### config.mk
export PLATFORM = sky130hd
export DESIGN_NAME = regfile_write_arbiter_flat
export DESIGN_NICKNAME = d
export VERILOG_FILES = /design/src/rtl/rf_arb_pkg.sv /design/src/rtl/regfile_write_arbiter_if.sv /design/src/rtl/rf_arb_fifo.sv /design/src/rtl/regfile_write_arbiter.sv /design/src/flat_wrapper.sv
export SDC_FILE = /design/constraint.sdc
export NUM_CORES = 1
export LEC_CHECK = 0
export CAP_MARGIN = 10
export CORE_ASPECT_RATIO = 2
export CORE_MARGIN = 2
export CORE_UTILIZATION = 47
export DETAILED_ROUTE_END_ITERATION = 16
export GPL_TIMING_DRIVEN = 0
export PLACE_DENSITY = 0.8
export SYNTH_ARGS = -nofsm -noshare
export SYNTH_HDL_FRONTEND = slang
export SYNTH_HIERARCHICAL = 1
export SYNTH_SLANG_ARGS = --single-unit
export TNS_END_PERCENT = 10
### constraint.sdc
create_clock -name CLK -period 3.4 [get_ports CLK]
set_clock_uncertainty 0.15 [all_clocks]
set_input_delay 0.51 -clock CLK [delete_from_list [all_inputs] [get_ports CLK]]
set_output_delay 0.51 -clock CLK [all_outputs]
set_load 0.01 [all_outputs]
### src/rtl/rf_arb_pkg.sv
// rf_arb_pkg: shared widths, grant/starve enums and the MD FIFO entry type
package rf_arb_pkg;
    localparam int REG_ADDR_W = 5;
    localparam int DATA_W = 32;
    localparam int NUM_REGS = 1 << REG_ADDR_W;
    typedef enum logic [1:0] {GNT_NONE, GNT_WB, GNT_FIFO} gnt_e;
    typedef enum logic {ST_NORMAL, ST_HOLD} starve_e;
    typedef struct packed {
        logic [REG_ADDR_W-1:0] addr;
        logic [DATA_W-1:0] data;
    } md_entry_t;
endpackage

### src/rtl/regfile_write_arbiter_if.sv
// regfile_write_arbiter_if: WB/MD request side and register-file write side of the arbiter
//   master: the pipeline/MD unit (drives requests, sees hold/ready/busy/write)
//   slave:  the arbiter
interface regfile_write_arbiter_if;
    import rf_arb_pkg::*;
    logic wbValid;
    logic [REG_ADDR_W-1:0] wbReg;
    logic [DATA_W-1:0] wbData;
    logic wbHold;
    logic mdValid;
    logic mdReady;
    logic [REG_ADDR_W-1:0] mdReg;
    logic [DATA_W-1:0] mdData;
    logic mdIssue;
    logic [REG_ADDR_W-1:0] mdIssueReg;
    logic [NUM_REGS-1:0] busyMask;
    logic RegWrite;
    logic [REG_ADDR_W-1:0] writeReg;
    logic [DATA_W-1:0] writeData;
    modport master(
        output wbValid, wbReg, wbData, mdValid, mdReg, mdData, mdIssue, mdIssueReg,
        input wbHold, mdReady, busyMask, RegWrite, writeReg, writeData
    );
    modport slave(
        input wbValid, wbReg, wbData, mdValid, mdReg, mdData, mdIssue, mdIssueReg,
        output wbHold, mdReady, busyMask, RegWrite, writeReg, writeData
    );
endinterface

### src/rtl/rf_arb_fifo.sv
// rf_arb_fifo: synchronous FIFO holding MD results until they win a write slot
//   clk, rst_n   clock, async active-low reset (empties the queue)
//   push, din    enqueue din (caller guarantees !full)
//   pop, head    dequeue; head is the oldest entry, valid while !empty
//   full, empty  occupancy flags
module rf_arb_fifo
    import rf_arb_pkg::*;
#(
    parameter int DEPTH = 2
) (
    input  logic clk,
    input  logic rst_n,
    input  logic push,
    input  logic pop,
    input  md_entry_t din,
    output md_entry_t head,
    output logic full,
    output logic empty
);
    localparam int AW = $clog2(DEPTH);
    localparam logic [AW:0] FULL_CNT = DEPTH[AW:0];
    md_entry_t mem [DEPTH];
    logic [AW-1:0] rd_ptr, wr_ptr;
    logic [AW:0] count;
    assign full = count == FULL_CNT;
    assign empty = count == '0;
    assign head = mem[rd_ptr];
    // Pointers wrap naturally because DEPTH is a power of two.
    always_ff @(posedge clk or negedge rst_n) begin
        if (!rst_n) begin
            rd_ptr <= '0;
            wr_ptr <= '0;
            count <= '0;
        end else begin
            if (push) wr_ptr <= wr_ptr + 1'b1;
            if (pop) rd_ptr <= rd_ptr + 1'b1;
            count <= count + {{AW{1'b0}}, push} - {{AW{1'b0}}, pop};
        end
    end
    always_ff @(posedge clk) begin
        if (push) mem[wr_ptr] <= din;
    end
endmodule

### src/rtl/regfile_write_arbiter.sv
// regfile_write_arbiter: shares the register-file write port between WB (priority) and queued MD results
//   CLK, RST_N   clock, async active-low reset
//   bus (slave)  WB request/hold, MD result/ready, MD issue, busyMask, registered write port
// Optional build macro RF_ARB_SCOREBOARD_EN adds the busyMask scoreboard; without it busyMask is 0.
module regfile_write_arbiter
    import rf_arb_pkg::*;
#(
    parameter int FIFO_DEPTH = 2,
    parameter int STARVE_LIMIT = 4
) (
    input logic CLK,
    input logic RST_N,
    regfile_write_arbiter_if.slave bus
);
    localparam int CW = $clog2(STARVE_LIMIT + 1);
    localparam logic [CW-1:0] LAST_LOSS = CW'(STARVE_LIMIT - 1);
    gnt_e gnt;
    starve_e state;
    logic [CW-1:0] starve_cnt;
    logic fifo_full, fifo_empty, push, pop, starving;
    md_entry_t md_in, head;
    logic [REG_ADDR_W-1:0] sel_reg, write_reg;
    logic [DATA_W-1:0] sel_data, write_data;
    logic reg_write;
    assign md_in = '{addr: bus.mdReg, data: bus.mdData};
    assign bus.mdReady = !fifo_full;
    assign push = bus.mdValid && !fifo_full;
    assign bus.wbHold = state == ST_HOLD;
    // A hold cycle always has a non-empty FIFO: it is only entered after losing to WB with entries waiting.
    always_comb begin
        gnt = bus.wbHold ? GNT_FIFO : bus.wbValid ? GNT_WB : !fifo_empty ? GNT_FIFO : GNT_NONE;
    end
    assign pop = gnt == GNT_FIFO;
    assign sel_reg = pop ? head.addr : bus.wbReg;
    assign sel_data = pop ? head.data : bus.wbData;
    assign starving = !fifo_empty && gnt == GNT_WB;
    rf_arb_fifo #(.DEPTH(FIFO_DEPTH)) u_fifo (
        .clk(CLK),
        .rst_n(RST_N),
        .push(push),
        .pop(pop),
        .din(md_in),
        .head(head),
        .full(fifo_full),
        .empty(fifo_empty)
    );
    always_ff @(posedge CLK or negedge RST_N) begin
        if (!RST_N) begin
            state <= ST_NORMAL;
            starve_cnt <= '0;
        end else if (state == ST_HOLD) begin
            state <= ST_NORMAL;
            starve_cnt <= '0;
        end else begin
            starve_cnt <= starving ? starve_cnt + 1'b1 : '0;
            state <= starving && starve_cnt == LAST_LOSS ? ST_HOLD : ST_NORMAL;
        end
    end
    // Register-0 grants still consume the request (and pop the FIFO) but never enable the write.
    always_ff @(posedge CLK or negedge RST_N) begin
        if (!RST_N) begin
            reg_write <= 1'b0;
            write_reg <= '0;
            write_data <= '0;
        end else begin
            reg_write <= gnt != GNT_NONE && sel_reg != '0;
            if (gnt != GNT_NONE) begin
                write_reg <= sel_reg;
                write_data <= sel_data;
            end
        end
    end
    assign bus.RegWrite = reg_write;
    assign bus.writeReg = write_reg;
    assign bus.writeData = write_data;
`ifdef RF_ARB_SCOREBOARD_EN
    logic [NUM_REGS-1:0] busy, set_mask, clr_mask;
    // Clearing at grant time lands the bit drop on the same edge that raises RegWrite; a same-cycle issue wins.
    assign set_mask = bus.mdIssue ? (NUM_REGS'(1) << bus.mdIssueReg) & ~NUM_REGS'(1) : '0;
    assign clr_mask = pop ? NUM_REGS'(1) << head.addr : '0;
    always_ff @(posedge CLK or negedge RST_N) begin
        if (!RST_N) busy <= '0;
        else busy <= (busy & ~clr_mask) | set_mask;
    end
    assign bus.busyMask = busy;
`else
    logic unused_issue;
    assign unused_issue = ^{bus.mdIssue, bus.mdIssueReg};
    assign bus.busyMask = '0;
`endif
endmodule

### src/flat_wrapper.sv
// flat-port wrapper written by rule: the top's interface ports become plain ports
module regfile_write_arbiter_flat import rf_arb_pkg::*;
#(
    parameter int FIFO_DEPTH = 2,
    parameter int STARVE_LIMIT = 4
)
  (CLK, RST_N, bus_wbValid, bus_wbReg, bus_wbData, bus_mdValid, bus_mdReg, bus_mdData, bus_mdIssue, bus_mdIssueReg, bus_wbHold, bus_mdReady, bus_busyMask, bus_RegWrite, bus_writeReg, bus_writeData);
  regfile_write_arbiter_if bus_i ();
  input logic CLK;
  input logic RST_N;
  input wire logic [$bits(bus_i.wbValid)-1:0] bus_wbValid;
  input wire logic [$bits(bus_i.wbReg)-1:0] bus_wbReg;
  input wire logic [$bits(bus_i.wbData)-1:0] bus_wbData;
  input wire logic [$bits(bus_i.mdValid)-1:0] bus_mdValid;
  input wire logic [$bits(bus_i.mdReg)-1:0] bus_mdReg;
  input wire logic [$bits(bus_i.mdData)-1:0] bus_mdData;
  input wire logic [$bits(bus_i.mdIssue)-1:0] bus_mdIssue;
  input wire logic [$bits(bus_i.mdIssueReg)-1:0] bus_mdIssueReg;
  output wire logic [$bits(bus_i.wbHold)-1:0] bus_wbHold;
  output wire logic [$bits(bus_i.mdReady)-1:0] bus_mdReady;
  output wire logic [$bits(bus_i.busyMask)-1:0] bus_busyMask;
  output wire logic [$bits(bus_i.RegWrite)-1:0] bus_RegWrite;
  output wire logic [$bits(bus_i.writeReg)-1:0] bus_writeReg;
  output wire logic [$bits(bus_i.writeData)-1:0] bus_writeData;
  assign bus_i.wbValid = bus_wbValid;
  assign bus_i.wbReg = bus_wbReg;
  assign bus_i.wbData = bus_wbData;
  assign bus_i.mdValid = bus_mdValid;
  assign bus_i.mdReg = bus_mdReg;
  assign bus_i.mdData = bus_mdData;
  assign bus_i.mdIssue = bus_mdIssue;
  assign bus_i.mdIssueReg = bus_mdIssueReg;
  assign bus_wbHold = bus_i.wbHold;
  assign bus_mdReady = bus_i.mdReady;
  assign bus_busyMask = bus_i.busyMask;
  assign bus_RegWrite = bus_i.RegWrite;
  assign bus_writeReg = bus_i.writeReg;
  assign bus_writeData = bus_i.writeData;
  regfile_write_arbiter #(.FIFO_DEPTH(FIFO_DEPTH), .STARVE_LIMIT(STARVE_LIMIT)) u_core (.CLK(CLK), .RST_N(RST_N), .bus(bus_i));
endmodule
== Word-level counts from Yosys, hierarchy flattened ==
Memory sizes are Yosys's and may differ from the RTL's.
Cells that the tools add are included.
Operators by class
  add/sub/neg operators: 5
  eq/ne operators: 4
  multiplexer cells: 11
  reduce and logical (&&, ||, !) cells: 9
Operators by type and width (count)
  $mux W32: 1
  $mux W2: 3
  $mux W3: 2
  $mux W5: 1
  $reduce_bool A5 Y1: 1
  $eq A2 B2 Y1 const B: 2
  $logic_and A1 B1 Y1: 4
  $mux W1: 4
  $add A3 B1 Y3 const B: 1
  $eq A3 B2 Y1 const B: 1
  $add A1 B1 Y1 const B: 2
  $add A2 B1 Y2: 1
  $eq A2 B1 Y1 const B: 1
  $logic_not A1 Y1: 2
  $logic_not A2 Y1: 1
  $reduce_bool A2 Y1: 1
  $sub A2 B1 Y2: 1
Storage, ports and cells
  flip-flop bits (word level): 46
  bits in writable memories: 74
  output and inout port bits: 72
  memories kept: 1
Memories
  u_core.u_fifo.mem: words 2, bits a word 37, read ports 1, clocked after memory_dff 0, write ports 1, RTL line rf_arb_fifo.sv:22  | md_entry_t mem [DEPTH];

== Logic depth before layout (Yosys ltp) ==
Gate-level depths: netlist (run 1).
  depth after elaboration: 9
  depth in mapped cells: 7
  depth with buffers taken out: 6

== Hierarchy ==
Netlist (run 1), hierarchy kept.
By module, submodules not included
  rf_arb_fifo: instances 1, cells each 130, area an instance 2949.1 um2, seq. area each 2322.2 um2
  regfile_write_arbiter: instances 1, cells each 221, area an instance 2194.6 um2, seq. area each 1051.0 um2

== Least setup slack after synthesis (run 1) ==
OpenSTA, ideal clock, no wires.
  path kind: reg-to-reg
  from: register u_core.u_fifo.count[1]
  to: memory u_core/u_fifo/mem[0][0] in the netlist's numbering, enable pin
  setup time: 0.436 ns
  arrival: 2.455 ns
  data required time: 2.814 ns
  path slack: 0.359 ns
  stages on the path, launching flop included: 4
  buffers on the path: 0
  clock period less this slack: 3.041 ns
  path through: dfrtp_1 nor2b_1 nor2b_1 nor2b_1
Between the ends
  word-level cells in the longest chain between the ends: 5
Ends and longest elaborated chain
  start: declaration: RTL line rf_arb_fifo.sv:24  | logic [AW:0] count;
  start signal: assignment: RTL line rf_arb_fifo.sv:37  | count <= count + {{AW{1'b0}}, push} - {{AW{1'b0}}, pop};
  $eq A2 B2 Y1: RTL line rf_arb_fifo.sv:25  | assign full = count == FULL_CNT;
  net u_core.fifo_full: RTL line regfile_write_arbiter.sv:20  | logic fifo_full, fifo_empty, push, pop, starving;
  $logic_not A1 Y1: RTL line regfile_write_arbiter.sv:27  | assign push = bus.mdValid && !fifo_full;
  $logic_and A1 B1 Y1: RTL line regfile_write_arbiter.sv:27
  net u_core.push: RTL line regfile_write_arbiter.sv:20
  $mux W1: RTL line rf_arb_fifo.sv:41  | if (push) mem[wr_ptr] <= din;
  $mux W1 (implied by the code): RTL line rf_arb_fifo.sv:41
  end: declaration: RTL line rf_arb_fifo.sv:22
The timed path passes the listed nets, and every way through them passes these cells.

== Worst setup path after layout (run 1) ==
  from: input bus_mdValid
  to: memory u_core/u_fifo/mem[1][11] in the netlist's numbering, enable pin
Between the ends
  word-level cells in the longest chain between the ends: 3
Ends and longest elaborated chain
  start: declaration: RTL line flat_wrapper.sv:14  | input wire logic [$bits(bus_i.mdValid)-1:0] bus_mdValid;
  $logic_and A1 B1 Y1: RTL line regfile_write_arbiter.sv:27
  net u_core.push: RTL line regfile_write_arbiter.sv:20
  $mux W1: RTL line rf_arb_fifo.sv:41
  $mux W1 (implied by the code): RTL line rf_arb_fifo.sv:41
The timed path passes the listed nets, and every way through them passes these cells.

==> results of run 1 <==
[layer usage]
layer	track usage, %	vias to the layer above
met4	11.1	0
met5	0	-
met1	18.2	1610
li1	-	1560
met3	6.71	26
met2	39.2	131
[repair_timing]
item                                   in CTS  in global routing
hold buffers                                1                  0
resized for setup                           0                  0
buffers inserted                            0                  0
endpoints found under the hold margin      21                  0
[cell usage in the layout (no fill, tap or decap), types with 6 or more instances in the layout]
cell type	Yosys	routed
o21ai_0	8	8
clkbuf_1	3	7
mux2_4	20	20
conb_1	1	32
clkdlybuf4s50_1	0	116
clkinv_2	0	6
nand2_1	38	38
mux2_2	17	17
clkbuf_16	0	17
buf_4	33	33
a22oi_1	37	37
o21ai_1	31	31
buf_6	8	8
edfxtp_1	74	74
dfrtp_1	46	46
[layout make-up]
cell class                      count  area, µm²  area share (%)
Multi-Input combinational cell    206       1440            19.9
Clock inverter                     10        128            1.76
Tap cell                          140        175            2.42
Timing Repair Buffer              120       1220            16.8
Inverter                            4       15.0           0.207
Sequential cell                   120       3370            46.6
Clock buffer                       22        454            6.27
Buffer                             52        438            6.05
[worst max-delay path, cell delays in order]
cell and delay [ns]:
clkdlybuf4s50_1 0.45, nor2b_1 0.27, and2_2 0.84
[worst min path at each step]
stage / from / endpoint / slack, ns / cells past startpoint
5_1_grt: u_core/starve_cnt[0]$_DFF_PN0_ / u_core/starve_cnt[0]$_DFF_PN0_ / 0.32 / 1
4_1_cts: u_core/starve_cnt[0]$_DFF_PN0_ / u_core/starve_cnt[0]$_DFF_PN0_ / 0.30 / 1
3_5_place_dp: u_core/starve_cnt[0]$_DFF_PN0_ / u_core/starve_cnt[0]$_DFF_PN0_ / 0.29 / 1
6_report: u_core/starve_cnt[0]$_DFF_PN0_ / u_core/starve_cnt[0]$_DFF_PN0_ / 0.31 / 1
3_3_place_gp: u_core/starve_cnt[0]$_DFF_PN0_ / u_core/starve_cnt[0]$_DFF_PN0_ / 0.27 / 1
2_1_floorplan: RST_N / u_core/bus.RegWrite$_DFF_PN0_ / 0.06 / 0
[cell usage after synthesis, drive strengths merged]
master	count
a22oi	37
and2	3
and2b	1
buf	48
clkbuf	4
conb	1
dfrtp	46
edfxtp	74
ha	4
inv	4
mux2	37
nand2	38
nand2b	1
nor2	3
nor2b	5
o21ai	39
o21bai	1
or4	2
xor2	2
xor3	1
[sequential cells by signal, summed over array words and instances, names as in the netlist]
name,cells
u_core/bus.wbHold,1
u_core/bus.writeData,32
u_core/u_fifo/count,2
u_core/bus.writeReg,5
u_core/starve_cnt,3
u_core/bus.RegWrite,1
u_core/u_fifo/wr_ptr,1
u_core/u_fifo/rd_ptr,1
u_core/u_fifo/mem,74
[power breakdown]
group          internal [W]  total (W)  leakage, nW  switching, W
Clock               0.00116    0.00175        0.287      0.000589
Sequential          0.00200    0.00218         1.24      0.000171
Combinational      0.000970    0.00178         1.40      0.000813
Total               0.00414    0.00571         2.93       0.00157
[cell families after synthesis]
| family | after synthesis | share of synthesized area, % |
|---|---|---|
| XOR/XNOR | 3 | 0.803 |
| AND/OR/NAND/NOR | 53 | 4.65 |
| AO/OA/AOI/OAI | 77 | 9.56 |
| buffers and inverters | 56 | 8.81 |
| adder cells (fa/ha/maj) | 4 | 0.973 |
| other | 1 | 0.0729 |
| multiplexers | 37 | 9.56 |
| flip-flops | 120 | 65.6 |
[per-stage QoR]
stage               utilization, %  cell area, µm²  std cells  power, W  setup slack (ns)
detailed placement            61.5            6650        641   0.00398             0.771
floorplan                        -            5260        382   0.00322             0.359
global placement              61.1            6610        639   0.00390             -1.05
CTS                           67.0            7240        674   0.00576              1.17
finish                        67.0            7240        674   0.00571              1.18
global route                  67.0            7240        674   0.00598              1.07
==> metrics.yaml, run 1 <==
synth-warning-count: 6
drt-initial-drc-count: 211
overflow: 0
hpwl_mm: 8.32
rrSetupSlack_ns: 1.18
first_global_vias: 3547
wl_met1_mm: 3.77
antenna_found_initial: 0
dr.pass1.iters: 4
peakVddDrop_v: 0.000555
status: "finished, final reports clean"
avgViaCountPerCell: 4.94
num_io_pins: 156
slew_headroom_pct: 36.3
highest_layer: "met4"
drc: 0
wire_per_inst_um: 17.1
gp_congestion: 0.789
grt_max_degree: 38
fp.dieH_um: 152
htreeDepth: 4
drt-total-wl_mm: 11.5
grtUsageTotal_pct: 20.6
slew_viol_final: 0
wl_met3_um: 552
reg2reg_to: "u_core/u_fifo/mem[1][11]$_DFFE_PP_"
die_area_um2: 11800
finalCritPeriodShare_pct: 65.3
period_minus_slack_ns: 2.22
required_ns: 3.27
cts_tree: "built"
clk_pin_slew_ns: 0.05
worst_pin_slew_ns: 0.955
netlist_instances: 351
startpoint: "bus_mdValid"
num_antenna_cells: 0
path_max_fanout: 37
dr_wl_met2_mm: 6.82
timing.fmax_mhz: 450
setup.worst_path.class: "in -> reg"
maxCapViolations: 0
synth_area_per_cell_um2: 14.7
vias: 3327
final_nets: 609
die-width_um: 78.0
ant_nets: 0
synth_top_area_share_pct: 43.2
critPathLaunchType: "input pin"
cts_made_buffers: 17
setup_viol_count_final: 0
cp.arrival_ns: 2.09
yosysSeqAreaShare_pct: 65.6
synth.largest_area_cell: "edfxtp_1"
whs_ns: 0.306
cp-endpoint: "u_core/u_fifo/mem[1][11]$_DFFE_PP_"
portBuffers: 117
core_region_area_um2: 10800
area_growth_pct: 40.8
p_leak_nw: 2.93
syn_area_um2: 5140
rsz0062_at_grt: "false"
hold_viol_final: 0
cts_sinks: 120
hp-class: "reg -> reg"
endpoint_kind: "register"
fin_setup_tns_ns: 0
insertion_delay_ns: 0.40
drive_gt1_share_pct: 23.0
cts-root-buf: "clkbuf_16"
pwr_density_cell_nw_per_um2: 788
synth.distinct_cells: 27
cts.path.max_buffers: 2
timing.rr.start: "u_core/u_fifo/count[1]$_DFF_PN0_"
ys_ff_latch: 120
row_count: 54
grt_pass1_wl_mm: 17.8
fill_cells: 801
yosys-top-cells-area: "edfxtp_1, dfrtp_1, mux2_4"
initial_utilization_pct: 47.6
reg2reg_depth: 3
(Power assumes the default switching activity.)
==> inputs of run 2 (changes only) <==
--- a/config.mk
+++ b/config.mk
@@ -8,10 +8,10 @@
 export CAP_MARGIN = 10
 export CORE_ASPECT_RATIO = 2
 export CORE_MARGIN = 2
-export CORE_UTILIZATION = 47
+export CORE_UTILIZATION = 42
 export DETAILED_ROUTE_END_ITERATION = 16
 export GPL_TIMING_DRIVEN = 0
-export PLACE_DENSITY = 0.8
+export PLACE_DENSITY = 0.76
 export SYNTH_ARGS = -nofsm -noshare
 export SYNTH_HDL_FRONTEND = slang
 export SYNTH_HIERARCHICAL = 1
==> constraint.sdc (replaced) <==
create_clock -name CLK -period 1.8 [get_ports CLK]
set_clock_uncertainty 0.15 [all_clocks]
set_input_delay 0.27 -clock CLK [delete_from_list [all_inputs] [get_ports CLK]]
set_output_delay 0.27 -clock CLK [all_outputs]
set_load 0.01 [all_outputs]
==> run 2 against run 1 <==
Worst setup slack worse by 1.2 ns. Non-clock buffer count up 13. Critical endpoint is now u_core/bus.RegWrite$_DFF_PN0_. Die area up 11%. Routed wire length up 9.7%. Register-to-register slack worse by 1.2 ns. Via count up 4.1%. The run now ends with negative setup slack left. Global-route usage down 0.65 points. Sequential share of layout area down 1.7 points. Worst hold slack worse by 0.18 ns. Power up 100%. Utilization down 4.6 points.
==> metrics.yaml, run 2 (synthesis results as in run 1) <==
status: "finished, violations left"
violations: "negative setup slack"
cts-root-buf: "clkbuf_16"
grt_pass1_wl_mm: 18.7  # +5.0%
pwr_density_cell_nw_per_um2: 1540  # +95%
reg2reg_depth: 5  # +2
setup_ws_ns: -0.0602  # -1.24 ns
regMostFlops: "u_core/u_fifo/mem"
row_count: 57  # +5.6%
utilization_pct: 62.4  # -4.6 points
cts_tree: "built"
ant_nets: 0  # unchanged
cts.path.max_buffers: 2  # unchanged
multi_input_area_um2: 1490  # +3.3%
slew_headroom_pct: 62.8  # +26 points
num_io_pins: 156  # unchanged
timing.fmax_mhz: 538
worst_pin_slew_ns: 0.558  # -0.397 ns
grtUsageTotal_pct: 19.9  # -0.65 points
area_growth_pct: 46.1
peakVddDrop_v: 0.00100  # +80%
dr.pass1.iters: 4  # unchanged
timing.rr.start: "u_core/u_fifo/rd_ptr$_DFFE_PN0P_"
gp_congestion: 0.791  # +0.18%
htreeDepth: 4  # unchanged
die-width_um: 82.3  # +5.5%
hold_viol_final: 0  # unchanged
final_nets: 623  # +2.3%
rrSetupSlack_ns: -0.06  # -1.24 ns
endpoint_kind: "register"
p_leak_nw: 3.09  # +5.4%
finalCritPeriodShare_pct: 103
power_w: 0.0116  # +100%
drc: 0  # unchanged
gr-usage-met1_pct: 19.3  # +1.1 points
vias: 3462  # +4.1%
largest_reg_flops: 74  # unchanged
drt-total-wl_mm: 12.6  # +9.7%
final_common_cell: "clkdlybuf4s50_1"
slew_viol_final: 0  # unchanged
initial_utilization_pct: 42.7  # -4.9 points
startpoint: "u_core/u_fifo/rd_ptr$_DFFE_PN0P_"
grt_use_met2_pct: 35.4  # -3.8 points
avgViaCountPerCell: 4.98  # +0.91%
grtUsageMet3_pct: 4.27  # -2.4 points
drive_gt1_share_pct: 26.3  # +3.2 points
setup_viol_count_final: 38  # +38
core_region_area_um2: 12100  # +11%
fp.dieH_um: 161  # +5.6%
final_cell_mix: "clkdlybuf4s50_1, edfxtp_1, dfrtp_1, buf_4, nand2_1"
hp-class: "in -> async"
reg2reg_to: "u_core/bus.RegWrite$_DFF_PN0_"
drt-initial-drc-count: 136  # -36%
cts_made_buffers: 17  # unchanged
hpwl_mm: 8.66  # +4.0%
maxCapViolations: 0  # unchanged
path_max_fanout: 5  # -86%
wire_per_inst_um: 18.2  # +6.4%
insertion_delay_ns: 0.41  # about the same
rsz0062_at_grt: "true"
first_global_vias: 3743  # +5.5%
period_minus_slack_ns: 1.86
die_area_um2: 13200  # +11%
antenna_found_initial: 0  # unchanged
fill_cells: 933  # +16%
final-seq-area_um2: 3380  # about the same
overflow: 0  # unchanged
portBuffers: 117  # unchanged
dp_slack_ns: -0.657  # -1.43 ns
required_ns: 1.94  # -1.33 ns
cp.arrival_ns: 2.00  # -0.09 ns
critPathLaunchType: "register"
cts_sinks: 120  # unchanged
clk_pin_slew_ns: 0.05  # about the same
num_antenna_cells: 0  # unchanged
setup.worst_path.class: "reg -> reg"
top_usage_layer: "met2"
grt_max_degree: 38  # unchanged
## run 2: cell count changes in the layout (fill, tap and decap cells not counted), moves of 2 or more
cell,change
buf_8,+2
mux2_2,-2
buf_4,+10
clkdlybuf4s50_1,-4
clkinv_2,-3
dlymetal6s2s_1,+2
mux2_4,+2
bufinv_16,+2
nor2b_4,+3
dfrtp_1,-2
nor2b_1,-2
dfrtp_2,+2
buf_12,+2
## run 2: repair_timing
| item | CTS | global route |
|---|---|---|
| endpoints found under the setup margin | 79 | 61 |
| gates resized for setup | 9 | 8 |
| hold buffers | 1 | 0 |
| endpoints found under the hold margin | 46 | 0 |
| buffers inserted | 4 | 10 |
| gates cloned | 1 | 1 |
| pin swaps | 0 | 1 |
## run 2: area by class of cell
class                      count  share of cell area, %
buffer                        51                   5.91
clock buffer                  22                   6.18
clock inverter                10                   2.35
inverter                       4                  0.200
multi-input combinational    207                   19.8
sequential                   120                   44.9
tap                          147                   2.45
timing repair buffer         134                   18.2
## run 2: worst max-delay path by stage
| stage | to | slack [ns] | depth (start not counted) |
|---|---|---|---|
| 2_1_floorplan | u_core/u_fifo/mem[0][0]$_DFFE_PP_ | -0.03 | 3 |
| 3_3_place_gp | u_core/bus.writeData[3]$_DFFE_PN0P_ | -1.08 | 1 |
| 3_5_place_dp | u_core/u_fifo/mem[0][3]$_DFFE_PP_ | -0.66 | 3 |
| 4_1_cts | u_core/u_fifo/count[1]$_DFF_PN0_ | -0.16 | 7 |
| 5_1_grt | u_core/bus.RegWrite$_DFF_PN0_ | -0.11 | 5 |
| 6_report | u_core/bus.RegWrite$_DFF_PN0_ | -0.06 | 5 |
## run 2: metrics by stage
stage               cells  setup TNS [ns]  cell area [µm²]  hold WS (ns)
finish                695          -0.982             7520         0.130
global route          695           -3.63             7520         0.159
CTS                   685           -1.14             7400         0.138
detailed placement    647          -43.20             6660        0.0284
global placement      646          -88.46             6650         0.267
floorplan             382           -1.31             5290        -0.176
## run 2: report_power, final
group / total [W] / internal [W] / switching (W)
Clock: 0.00365 / 0.00251 / 0.00113
Combinational: 0.00378 / 0.00211 / 0.00167
Sequential: 0.00415 / 0.00378 / 0.000362
## run 2: worst max-delay path: stages, from the launching register on
cell	delay [ns]
dfrtp_2	0.42
buf_8	0.14
mux2_4	0.30
or4_4	0.54
o21ai_2	0.13
nand2_1	0.06
## run 2: routing by layer
metal  wire length (µm)  up-vias
met5                  0        -
met4                581        0
met3                615       37
met2               7220      145
met1               4230     1692
li1                   -     1588
